==> config.mk <==
export PLATFORM = sky130hd
export DESIGN_NAME = bin_fmap_packer
export DESIGN_NICKNAME = d
export VERILOG_FILES = /design/src/rtl/bin_fmap_packer.sv
export SDC_FILE = /design/constraint.sdc
export NUM_CORES = 1
export LEC_CHECK = 0
export CAP_MARGIN = 30
export CORE_AREA = 5 5 152 154
export CTS_CLUSTER_SIZE = 30
export DETAILED_ROUTE_END_ITERATION = 6
export DIE_AREA = 0 0 157 159
export PLACE_DENSITY = 0.79
export SLEW_MARGIN = 20
export SYNTH_ARGS = -nofsm -noshare
export SYNTH_HDL_FRONTEND = slang
export SYNTH_SLANG_ARGS = --single-unit
==> constraint.sdc <==
create_clock -name clk -period 2.82 [get_ports clk]
set_input_delay 0.423 -clock clk [delete_from_list [all_inputs] [get_ports clk]]
set_output_delay 0.423 -clock clk [all_outputs]
set_load 0.01 [all_outputs]
==> src/rtl/bin_fmap_packer.sv <==
// -----------------------------------------------------------------------------
// bin_fmap_packer
//   Collects the binarised 2x2-maxpool pixel stream (1 bit per pooled pixel,
//   raster order) into COLS-bit row words. Each ROWS x COLS frame goes into a
//   two-bank ping-pong buffer. Every completed frame is streamed out one row
//   at a time over valid/ready. The writer cannot be stalled: a bit that
//   arrives while its target bank still holds an unread frame is dropped, and
//   the sticky overflow flag is set.
//
//   Optional feature macro: BNN_PACK_POPCNT_EN
//     Adds the opopcnt output, which gives the number of ones in odata. The
//     count is computed when a row is written and is stored next to that row.
//
// Ports
//   clk, rst    clock (posedge), asynchronous active-high reset
//   state       layer active; while low the write side is held idle and any
//               partial row or frame is discarded
//   ivalid/din  pooled pixel stream, no backpressure
//   ovalid/oready, odata/orow/olast
//               row stream; odata bit c = column c, olast marks row ROWS-1
//   frame_done  one-cycle pulse after a frame is committed to a bank
//   overflow    sticky, set when an input bit was dropped
//   opopcnt     (BNN_PACK_POPCNT_EN only) popcount of odata
// -----------------------------------------------------------------------------
module bin_fmap_packer #(
    parameter int COLS = 12,
    parameter int ROWS = 12,
    parameter int RW   = 4,
    localparam int PCW = $clog2(COLS + 1)
) (
    input  logic            clk,
    input  logic            rst,
    input  logic            state,
    input  logic            ivalid,
    input  logic            din,
    output logic            ovalid,
    output logic [COLS-1:0] odata,
    output logic [RW-1:0]   orow,
    output logic            olast,
    input  logic            oready,
    output logic            frame_done,
    output logic            overflow
`ifdef BNN_PACK_POPCNT_EN
    ,
    output logic [PCW-1:0]  opopcnt
`endif
);

    localparam int CW = (COLS > 1) ? $clog2(COLS) : 1;

    typedef enum logic {RD_IDLE, RD_STREAM} rd_state_e;

    // ---------------- state ----------------
    logic [CW-1:0]   col_ptr_q, col_ptr_d;
    logic [RW-1:0]   row_ptr_q, row_ptr_d;
    logic [COLS-1:0] row_sr_q, row_sr_d;
    logic            wr_bank_q, wr_bank_d;
    logic [1:0]      full_q, full_d;
    logic            frame_done_q, frame_done_d;
    logic            overflow_q, overflow_d;

    rd_state_e       rd_state_q, rd_state_d;
    logic            rd_bank_q, rd_bank_d;
    logic [RW-1:0]   rd_row_q, rd_row_d;

    // Frame storage. It is deliberately not reset: a bank is only read after
    // all of its rows have been written again.
    logic [COLS-1:0] bank_mem [2][ROWS];

    logic            row_we;
    logic [COLS-1:0] row_wdata;
    logic            stream;
    logic            rd_last;
    logic            free_fire;
    logic            writable;

    // ---------------- read side control ----------------
    assign stream    = (rd_state_q == RD_STREAM);
    assign rd_last   = (rd_row_q == RW'(ROWS - 1));
    assign free_fire = stream && oready && rd_last;

    always_comb begin
        rd_state_d = rd_state_q;
        rd_bank_d  = rd_bank_q;
        rd_row_d   = rd_row_q;
        case (rd_state_q)
            RD_IDLE: begin
                if (full_q[rd_bank_q]) begin
                    rd_state_d = RD_STREAM;
                    rd_row_d   = '0;
                end
            end
            RD_STREAM: begin
                if (oready) begin
                    if (rd_last) begin
                        rd_state_d = RD_IDLE;
                        rd_bank_d  = ~rd_bank_q;
                    end else begin
                        rd_row_d = rd_row_q + RW'(1);
                    end
                end
            end
            default: rd_state_d = RD_IDLE;
        endcase
    end

    // ---------------- write side ----------------
    // A bank that the reader releases in this cycle may be written in this
    // same cycle. This keeps a continuously streaming source from losing a
    // bit at the boundary between two frames.
    assign writable = !full_q[wr_bank_q] || (free_fire && (rd_bank_q == wr_bank_q));

    always_comb begin
        col_ptr_d    = col_ptr_q;
        row_ptr_d    = row_ptr_q;
        row_sr_d     = row_sr_q;
        wr_bank_d    = wr_bank_q;
        full_d       = full_q;
        frame_done_d = 1'b0;
        overflow_d   = overflow_q;
        row_we       = 1'b0;
        row_wdata    = row_sr_q;
        row_wdata[col_ptr_q] = din;

        // The release is applied first, so that a commit to the same bank
        // in this cycle sets the bank full again.
        if (free_fire)
            full_d[rd_bank_q] = 1'b0;

        if (!state) begin
            col_ptr_d = '0;
            row_ptr_d = '0;
            row_sr_d  = '0;
        end else if (ivalid) begin
            if (writable) begin
                if (col_ptr_q == CW'(COLS - 1)) begin
                    row_we    = 1'b1;
                    col_ptr_d = '0;
                    row_sr_d  = '0;
                    if (row_ptr_q == RW'(ROWS - 1)) begin
                        row_ptr_d         = '0;
                        full_d[wr_bank_q] = 1'b1;
                        wr_bank_d         = ~wr_bank_q;
                        frame_done_d      = 1'b1;
                    end else begin
                        row_ptr_d = row_ptr_q + RW'(1);
                    end
                end else begin
                    row_sr_d  = row_wdata;
                    col_ptr_d = col_ptr_q + CW'(1);
                end
            end else begin
                overflow_d = 1'b1;
            end
        end
    end

    always_ff @(posedge clk or posedge rst) begin
        if (rst) begin
            col_ptr_q    <= '0;
            row_ptr_q    <= '0;
            row_sr_q     <= '0;
            wr_bank_q    <= 1'b0;
            full_q       <= '0;
            frame_done_q <= 1'b0;
            overflow_q   <= 1'b0;
            rd_state_q   <= RD_IDLE;
            rd_bank_q    <= 1'b0;
            rd_row_q     <= '0;
        end else begin
            col_ptr_q    <= col_ptr_d;
            row_ptr_q    <= row_ptr_d;
            row_sr_q     <= row_sr_d;
            wr_bank_q    <= wr_bank_d;
            full_q       <= full_d;
            frame_done_q <= frame_done_d;
            overflow_q   <= overflow_d;
            rd_state_q   <= rd_state_d;
            rd_bank_q    <= rd_bank_d;
            rd_row_q     <= rd_row_d;
        end
    end

    always_ff @(posedge clk) begin
        if (row_we)
            bank_mem[wr_bank_q][row_ptr_q] <= row_wdata;
    end

    // ---------------- outputs ----------------
    // The outputs are decoded only from registered state and from the frozen
    // contents of a full bank. They therefore hold steady during a stall, and
    // they have no path from oready.
    assign ovalid     = stream;
    assign odata      = stream ? bank_mem[rd_bank_q][rd_row_q] : '0;
    assign orow       = stream ? rd_row_q : '0;
    assign olast      = stream && rd_last;
    assign frame_done = frame_done_q;
    assign overflow   = overflow_q;

`ifdef BNN_PACK_POPCNT_EN
    logic [PCW-1:0] pc_mem [2][ROWS];
    logic [PCW-1:0] row_pc;

    always_comb begin
        row_pc = '0;
        for (int i = 0; i < COLS; i++)
            row_pc = row_pc + PCW'(row_wdata[i]);
    end

    always_ff @(posedge clk) begin
        if (row_we)
            pc_mem[wr_bank_q][row_ptr_q] <= row_pc;
    end

    assign opopcnt = stream ? pc_mem[rd_bank_q][rd_row_q] : '0;
`endif

endmodule

# Word-level counts from Yosys, hierarchy flattened
# Memory sizes are Yosys's and may differ from the RTL's.
# Index checks and enable logic that the tools add are counted.
# op_classes
n_lt_le_gt_ge,9
n_reduce_logical,16
addsub,3
muxes,56
n_eq_ne,10
bitwise,9
# ops
op,n
2-to-1 mux 144 bit,1
2-to-1 mux 12 bit,8
2-to-1 mux 4 bit,13
binary-select mux 12 bit (select 4 bit),1
demux 12 bit (select 4 bit),1
2-to-1 mux 1 bit,20
adder 4 x 1 -> 4 bit (second input constant),3
bitwise mux 12 bit,1
equality test 4 bit (second input constant),3
2-to-1 mux 2 bit,6
AND reduction 3 bit,4
greater-or-equal comparator 5 bit (second input constant),2
NOT 4 -> 5 bit,2
logical AND 1 bit,8
case mux 4 bit (2 select lines),1
!= test 2 x 1 -> 1 bit (second input constant),3
!= test 2 bit (second input constant),3
< comparator 4 x 5 -> 1 bit (second input constant),1
< comparator 5 x 1 -> 1 bit (second input constant),1
AND reduction 5 bit,1
demux 1 bit (select 4 bit),1
greater-or-equal comparator 4 x 1 -> 1 bit (second input constant),1
< comparator 1 x 2 -> 1 bit (second input constant),2
NOT 1 bit,4
other kinds (10),12
# totals
n_memories,1
word_cells,114
ff_bits,31
ram_bits,288
inputBits,6
# mem_list
name,depth,width,rd,rd_ports_with_merged_regs,write_ports,line,source
bank_mem,2,144,1,0,1,68,logic [COLS-1:0] bank_mem [2][ROWS];

# Depth between registers and ports, before layout
# Gate-level depths: netlist of run 1.
# depth
ltp_word,13
ltp_mapped,7

# Least setup slack after synthesis of run 1
# OpenSTA, ideal clock, no wires.
# synth_timing
path_kind,register -> register
startpoint,register rd_row_q[0]
endpoint,memory bank_mem[0][100] in the netlist's numbering (enable)
setup_slack_ns,0.460
arrival_ns,1.979
setup_time_ns,0.380
path_buffers,2
stages_incl_launch_ff,8
cell_sequence,dfrtp_1 > ha_1 > and4b_1 > buf_6 > and4_1 > buf_2 > o211ai_2 > nor2_1
# synth_between
elab_chain_cells,9
# synth_rtl
element,line,source
"start, declared",64,"logic [RW-1:0] rd_row_q, rd_row_d;"
"start signal, assigned",180,rd_row_q <= rd_row_d;
equality test 4 bit,79,assign rd_last = (rd_row_q == RW'(ROWS - 1));
logical AND 1 bit,80,assign free_fire = stream && oready && rd_last;
logical AND 1 bit,111,assign writable = !full_q[wr_bank_q] || (free_fire && (rd_bank_q == wr_bank_q));
logical OR 1 bit,111,
2-to-1 mux 1 bit,135,if (writable) begin
2-to-1 mux 1 bit,134,end else if (ivalid) begin
2-to-1 mux 1 bit,130,if (!state) begin
2-to-1 mux 1 bit,185,if (row_we)
2-to-1 mux 144 bit (not written as such),186,bank_mem[wr_bank_q][row_ptr_q] <= row_wdata;
"end, declared",68,
# No other way between the ends.

# Worst setup path after layout of run 1
# layout_timing
startpoint,register rd_bank_q
endpoint,output port odata[5]
# layout_between
elab_chain_cells,5
# layout_rtl
element,line,source
"start, declared",63,"logic rd_bank_q, rd_bank_d;"
"start signal, assigned",179,rd_bank_q <= rd_bank_d;
memory read (2 x 144 bit),n/a,
binary-select mux 12 bit (select 4 bit),194,assign odata = stream ? bank_mem[rd_bank_q][rd_row_q] : '0;
2-to-1 mux 12 bit (not written as such) (2 in a row),194,
2-to-1 mux 12 bit,194,
"end, declared",37,"output logic [COLS-1:0] odata,"
# No other way between the ends. The select of a mux whose other input is x is not followed.

==> results.ini, run 1 <==
[sta]
fin_crit_sh_pct=104
setup_slack_ns=-0.121
setup_violations=12
period_needed_ns=2.94
final.setup_skew_ns=0.00917
worst_pin_slew_ns=0.673
fmax_mhz=340
timing.setup.tns_ns=-0.696
final_max_slew_viol_count=0
relSlewSlack_pct=55.1
rsz0062_at_grt=yes
hold_violations=0

[worst_hold_path]
hold_class=in2async

[layout]
final_cells=1123
layout.nets=834
stdcell_area_mm2=0.0156
n_antenna_cell=0
drive_above_1_share_pct=28.9
layout-area-overhead-vs-synth_pct=18.3

[route]
drtAntennaViolNets=0
finalWirelength_um=32100
wire_per_inst_um=28.6
dr.pass1.iters=6
drt-vias-per-instance=6.72
drc_errors=0
route.vias.total=7544
drt_iter0_markers=943

[place]
place_area_mm2=0.0140
dp.cells=1046
place_congestion=0.839
hpwlAfterDp_um=17700
portBuffers=25

[clock_network]
clockRootBuffer=clkbuf_16
cts_buffers=30
clk_path_buf_depth=3
cts-htree-levels=1
clkTransAtPathRegs_ns=0.06
cts_tree=yes
clock_latency_ns=0.55
cts.sinks=319
ctsHoldBuffers=0

[yosys]
synth_top_area_share_pct=65.8
netlist_area_mm2=0.0131
yosys_warnings=0
synth_cells=732
yosysSeqAreaShare_pct=71.7
synth_area_leaders=edfxtp_1 66%, mux4_2 8.2%, dfrtp_1 5.9%
synth_edf_count=288
synth.avg_cell_area_um2=18.0
synth.distinct_cells=54
synth_top_area_cell=edfxtp_1
synthArstFlopShare_pct=9.72
synth.net_count=747
ys_seq_elements=319
synthFlopType=edfxtp_1

[setup_path]
crit_path_end_kind=primary output
critPathKind=reg2out
cp.arrival_ns=2.52
startpoint_type=flop
reg2reg_depth=7
worstPathMaxFanout=7
cp.required_ns=2.40

[floorplanning]
die_h_um=159
ios=26
die-width_um=157
start_util_pct=61.0
core_area_mm2=0.0216
rows=54
die_area_mm2=0.0250

[global_routing]
grt_max_degree=30
antenna_found_initial=0
grt_pass1_vias=7503
grt_pass1_wl_um=46500
grt_util_all_layers_pct=25.0
grt.overflow.total=0

[power]
p_per_area_mw_per_mm2=905
ir_drop_mv=0.574
p_leak_nw=5.37

[status]
status=finished, violations left
violations=setup timing

[job]
maxCapViolations=0

[cell usage after synthesis, types with 4 or more instances]
cell type  instances
a211oi_1           6
a21oi_1           19
a22oi_1           25
and2_1             6
and4_1             7
buf_2             12
buf_4             11
clkbuf_1          15
dfrtp_1           31
edfxtp_1         288
ha_1               9
inv_1             15
mux2_2            18
mux2i_1           57
mux4_2            48
nand2_1           20
nand2b_1           4
nand3_1           14
nand3b_1          12
nor2_1            29
nor2b_1            9
o211ai_1          14
o211ai_2           4
o21ai_0            7
o221ai_1           6
[critical path, stage by stage (launching register included)]
cell and delay, ns:
dfrtp_4 0.51, buf_12 0.16, buf_8 0.12, mux4_2 0.45, a22oi_2 0.37, o221ai_2 0.18
buf_2 0.17
[state kept, by name, indices dropped and copies added (netlist names)]
register and count:
row_ptr_q 4, bank_mem 288, rd_row_q 4, rd_bank_q 1
col_ptr_q 4, frame_done 1, full_q 2, overflow 1
row_sr_q 12, ovalid 1, wr_bank_q 1
[per-stage QoR]
step	setup slack, ns	power, mW	utilization (%)	hold slack [ns]
after floorplan	0.460	7.64	-	0.490
after global placement	0.00431	8.79	64.9	0.459
after detailed placement	-0.0580	8.89	64.9	0.474
after CTS	-0.0593	13.8	71.4	0.381
after global routing	-0.195	14.5	72.2	0.144
final	-0.121	14.1	72.2	0.131
[layout by cell type (no fill, tap or decap), drive strengths merged, types with 10 or more instances in the layout]
cell and count:
a21oi 19, a22oi 25, buf 83, clkbuf 37, clkdlybuf4s50 12, clkinv 10
dfrtp 31, edfxtp 288, inv 15, mux2 18, mux2i 58, mux4 48
nand2 20, nand3 14, nand3b 12, nor2 29, o211ai 18
[layout make-up]
cell class / instances / area, um2
Tap cell: 280 / 350
Timing Repair Buffer: 98 / 1000
Sequential cell: 319 / 9430
Clock inverter: 20 / 300
Multi-Input combinational cell: 355 / 3620
Clock buffer: 36 / 795
Inverter: 15 / 56.3
Fill cell: 1189 / 6000
[report_power, final]
part | leakage, nW | internal (mW) | switching, mW | total [mW]
sequential | 3.07 | 5.18 | 0.0602 | 5.24
clock | 0.531 | 2.73 | 1.71 | 4.44
combinational | 1.76 | 2.14 | 2.25 | 4.39
total | 5.37 | 10.1 | 4.02 | 14.1
[per-layer routing]
metal,vias up,wire length [um],track usage [%]
met5,-,0,0
met4,0,1410,9.66
met3,106,2990,3.78
met2,496,16500,41.4
met1,3828,11200,33.9
li1,3114,-,-
[timing repair]
item	in CTS	in global routing
resized for setup	96	11
gates cloned	2	1
endpoints found under the setup margin	13	13
setup buffers	8	10
pin swaps	15	5
[final timing paths]
check                                 startpoint                        end  slack [ns]
min                                          rst   col_ptr_q[0]$_DFFE_PP0P_        0.13
max reg2reg                rd_bank_q$_DFFE_PP0P_  bank_mem[1][80]$_DFFE_PP_        0.20
max                        rd_bank_q$_DFFE_PP0P_                   odata[5]       -0.12
max in group asynchronous                    rst    row_sr_q[5]$_DFFE_PP0P_        2.04
min in group clk            overflow$_DFFE_PP0P_       overflow$_DFFE_PP0P_        0.48
min reg2reg                 overflow$_DFFE_PP0P_       overflow$_DFFE_PP0P_        0.48
[cells by family (layout without fill, tap and decap cells)]
logic type	after synthesis	count (layout)	synth area share, %
xor+xnor	5	5	0.476
compound gates	96	96	5.37
fa+ha+maj	9	9	0.856
buf+inv	58	169	2.21
mux	124	124	14.2
flops	319	319	71.7
simple gates	121	121	5.21
Power figures use the tool's default switching activity.
==> run 2: changes to the inputs <==
--- a/config.mk
+++ b/config.mk
@@ -7,6 +7,7 @@
 export LEC_CHECK = 0
 export CAP_MARGIN = 30
 export CORE_AREA = 5 5 152 154
+export CTS_CLUSTER_DIAMETER = 200
 export CTS_CLUSTER_SIZE = 30
 export DETAILED_ROUTE_END_ITERATION = 6
 export DIE_AREA = 0 0 157 159
==> results.ini, run 2 (synthesized netlist as in run 1, its figures left out) <==
[layout]
layout-area-overhead-vs-synth_pct=12.6
fin_util_pct=68.7  ; -3.5 points
regMostFlops=bank_mem
n_antenna_cell=0  ; unchanged
stdcell_area_mm2=0.0148  ; -4.9%
multi_input_area_mm2=0.00361  ; -0.41%
nFillCells=1311  ; +10%
reg_top3=bank_mem (288), row_sr_q (12)
seqCellArea_mm2=0.00943  ; unchanged
largest_reg_flops=288  ; unchanged
layout.nets=812  ; -2.6%
most-common-layout-cells=288 x edfxtp_1, 50 x mux2i_1, 48 x mux4_2, 46 x buf_4, 29 x dfrtp_1
final_common_cell=edfxtp_1
drive_above_1_share_pct=25.2  ; -3.7 points

[floorplanning]
start_util_pct=61.0  ; unchanged
rows=54  ; unchanged
ios=26  ; unchanged
core_area_mm2=0.0216  ; unchanged
die_h_um=159  ; unchanged
die-width_um=157  ; unchanged
die_area_mm2=0.0250  ; unchanged

[status]
violations=setup timing
status=finished, violations left

[route]
drtAntennaViolNets=0  ; unchanged
drt-vias-per-instance=6.56  ; -2.4%
drt_iter0_markers=962  ; +2.0%
finalWirelength_um=29600  ; -7.7%
wire_per_inst_um=27.3  ; -4.5%
drc_errors=0  ; unchanged
dr.pass1.iters=5  ; -1
route.vias.total=7115  ; -5.7%

[sta]
fin_crit_sh_pct=100  ; -4.2 points
final.setup_skew_ns=0.0235  ; +0.0143 ns
final_max_slew_viol_count=0  ; unchanged
worst_pin_slew_ns=0.677  ; +0.00376 ns
fmax_mhz=354  ; +4.2%
setup_violations=2  ; -10
setup_slack_ns=-0.00357  ; +0.118 ns
period_needed_ns=2.82  ; -0.118 ns
hold_violations=0  ; unchanged
rsz0062_at_grt=yes
relSlewSlack_pct=54.7  ; -0.41 points

[clock_network]
cts_buffers=14  ; -53%
clk_path_buf_depth=3  ; unchanged
cts_tree=yes
clkTransAtPathRegs_ns=0.12  ; +0.06 ns
cts-htree-levels=1  ; unchanged
clockRootBuffer=clkbuf_16
cts.sinks=319  ; unchanged
ctsHoldBuffers=0  ; unchanged
clock_latency_ns=0.50  ; -0.05 ns

[setup_path]
startpoint=rd_bank_q$_DFFE_PP0P_
cp_common_cell=buf_12
cp.arrival_ns=2.40  ; -0.12 ns
worstPathMaxFanout=7  ; unchanged
reg2reg_from=rd_bank_q$_DFFE_PP0P_
rrSetupSlack_ns=0.29  ; +0.09 ns
crit_path_end_kind=primary output
critPathKind=reg2out
crit_chain=buf_12 > buf_12 > mux4_2 > a22oi_2 > o221ai_2 > buf_2
r2r-end=bank_mem[0][56]$_DFFE_PP_
critPathSlowestCell=mux4_2
slowest_delay_ns=0.51  ; about the same
startpoint_type=flop
cp.required_ns=2.40  ; about the same
reg2reg_depth=7  ; unchanged

[global_routing]
grt_max_degree=32  ; +6.7%
grt_pass1_vias=7186  ; -4.2%
grt_pass1_wl_um=44000  ; -5.4%
grt_util_all_layers_pct=23.5  ; -1.5 points
grt.overflow.total=0  ; unchanged
antenna_found_initial=0  ; unchanged

[power]
p_leak_nw=4.98  ; -7.2%
p_per_area_mw_per_mm2=797  ; -12%
total_power_mw=11.8  ; -16%
ir_drop_mv=0.498  ; -13%

[place]
place_area_mm2=0.0140  ; unchanged
hpwlAfterDp_um=17700  ; unchanged
portBuffers=25  ; unchanged
place_congestion=0.839  ; unchanged

[job]
maxCapViolations=0  ; unchanged

[worst_hold_path]
hold_class=in2async

## run 2: worst max-delay path, delay by kind of cell, from the launching register on
family	cells	cell delay, ns
multiplexers	1	0.51
AO/OA/AOI/OAI	2	0.48
flip-flops	1	0.46
buffers and inverters	3	0.44
## run 2: metrics by stage
step / cells / hold WS [ns] / setup slack, ns / TNS, ns
6_report: 1085 / 0.163 / -0.00357 / -0.00509
2_1_floorplan: 732 / 0.490 / 0.460 / 0
3_5_place_dp: 1046 / 0.474 / -0.0580 / -0.0724
3_3_place_gp: 1046 / 0.459 / 0.00431 / 0
4_1_cts: 1081 / 0.415 / -0.0385 / -0.0620
5_1_grt: 1085 / 0.167 / -0.0955 / -0.338
## run 2: layer usage
layer / global-route usage, % / routed length, um / vias to the layer above
li1: - / - / 3050
met1: 32.5 / 11400 / 3686
met2: 38.6 / 15100 / 319
met3: 4.02 / 2160 / 60
met4: 7.57 / 931 / 0
met5: 0 / 0 / -
## run 2: area by class of cell
| class | instances | area share, % |
|---|---|---|
| Multi-Input combinational cell | 355 | 24.4 |
| Sequential cell | 319 | 63.7 |
| Clock buffer | 23 | 2.74 |
| Inverter | 15 | 0.380 |
| Clock inverter | 1 | 0.110 |
| Timing Repair Buffer | 92 | 6.33 |
| Tap cell | 280 | 2.37 |
## run 2: worst max-delay path by stage
stage	endpoint	slack [ns]	cells after the start
after floorplan	bank_mem[0][100]$_DFFE_PP_	0.46	7
after global placement	odata[1]	0.004	5
after detailed placement	odata[11]	-0.06	5
after CTS	odata[3]	-0.04	8
after global routing	odata[5]	-0.1	6
final	odata[11]	-0.004	6
## run 2: report_power, final
part           total, mW  switching, mW  leakage [nW]  internal, mW
registers           5.24         0.0599          3.07          5.18
logic               4.19           2.15          1.70          2.04
clock network       2.38           1.36         0.201          1.02
total               11.8           3.57          4.98          8.23
## run 2: what timing repair did
action	in CTS	in global routing
endpoints found under the setup margin	13	13
pin swaps	16	6
resized for setup	94	6
setup buffers	8	3
gates cloned	3	2
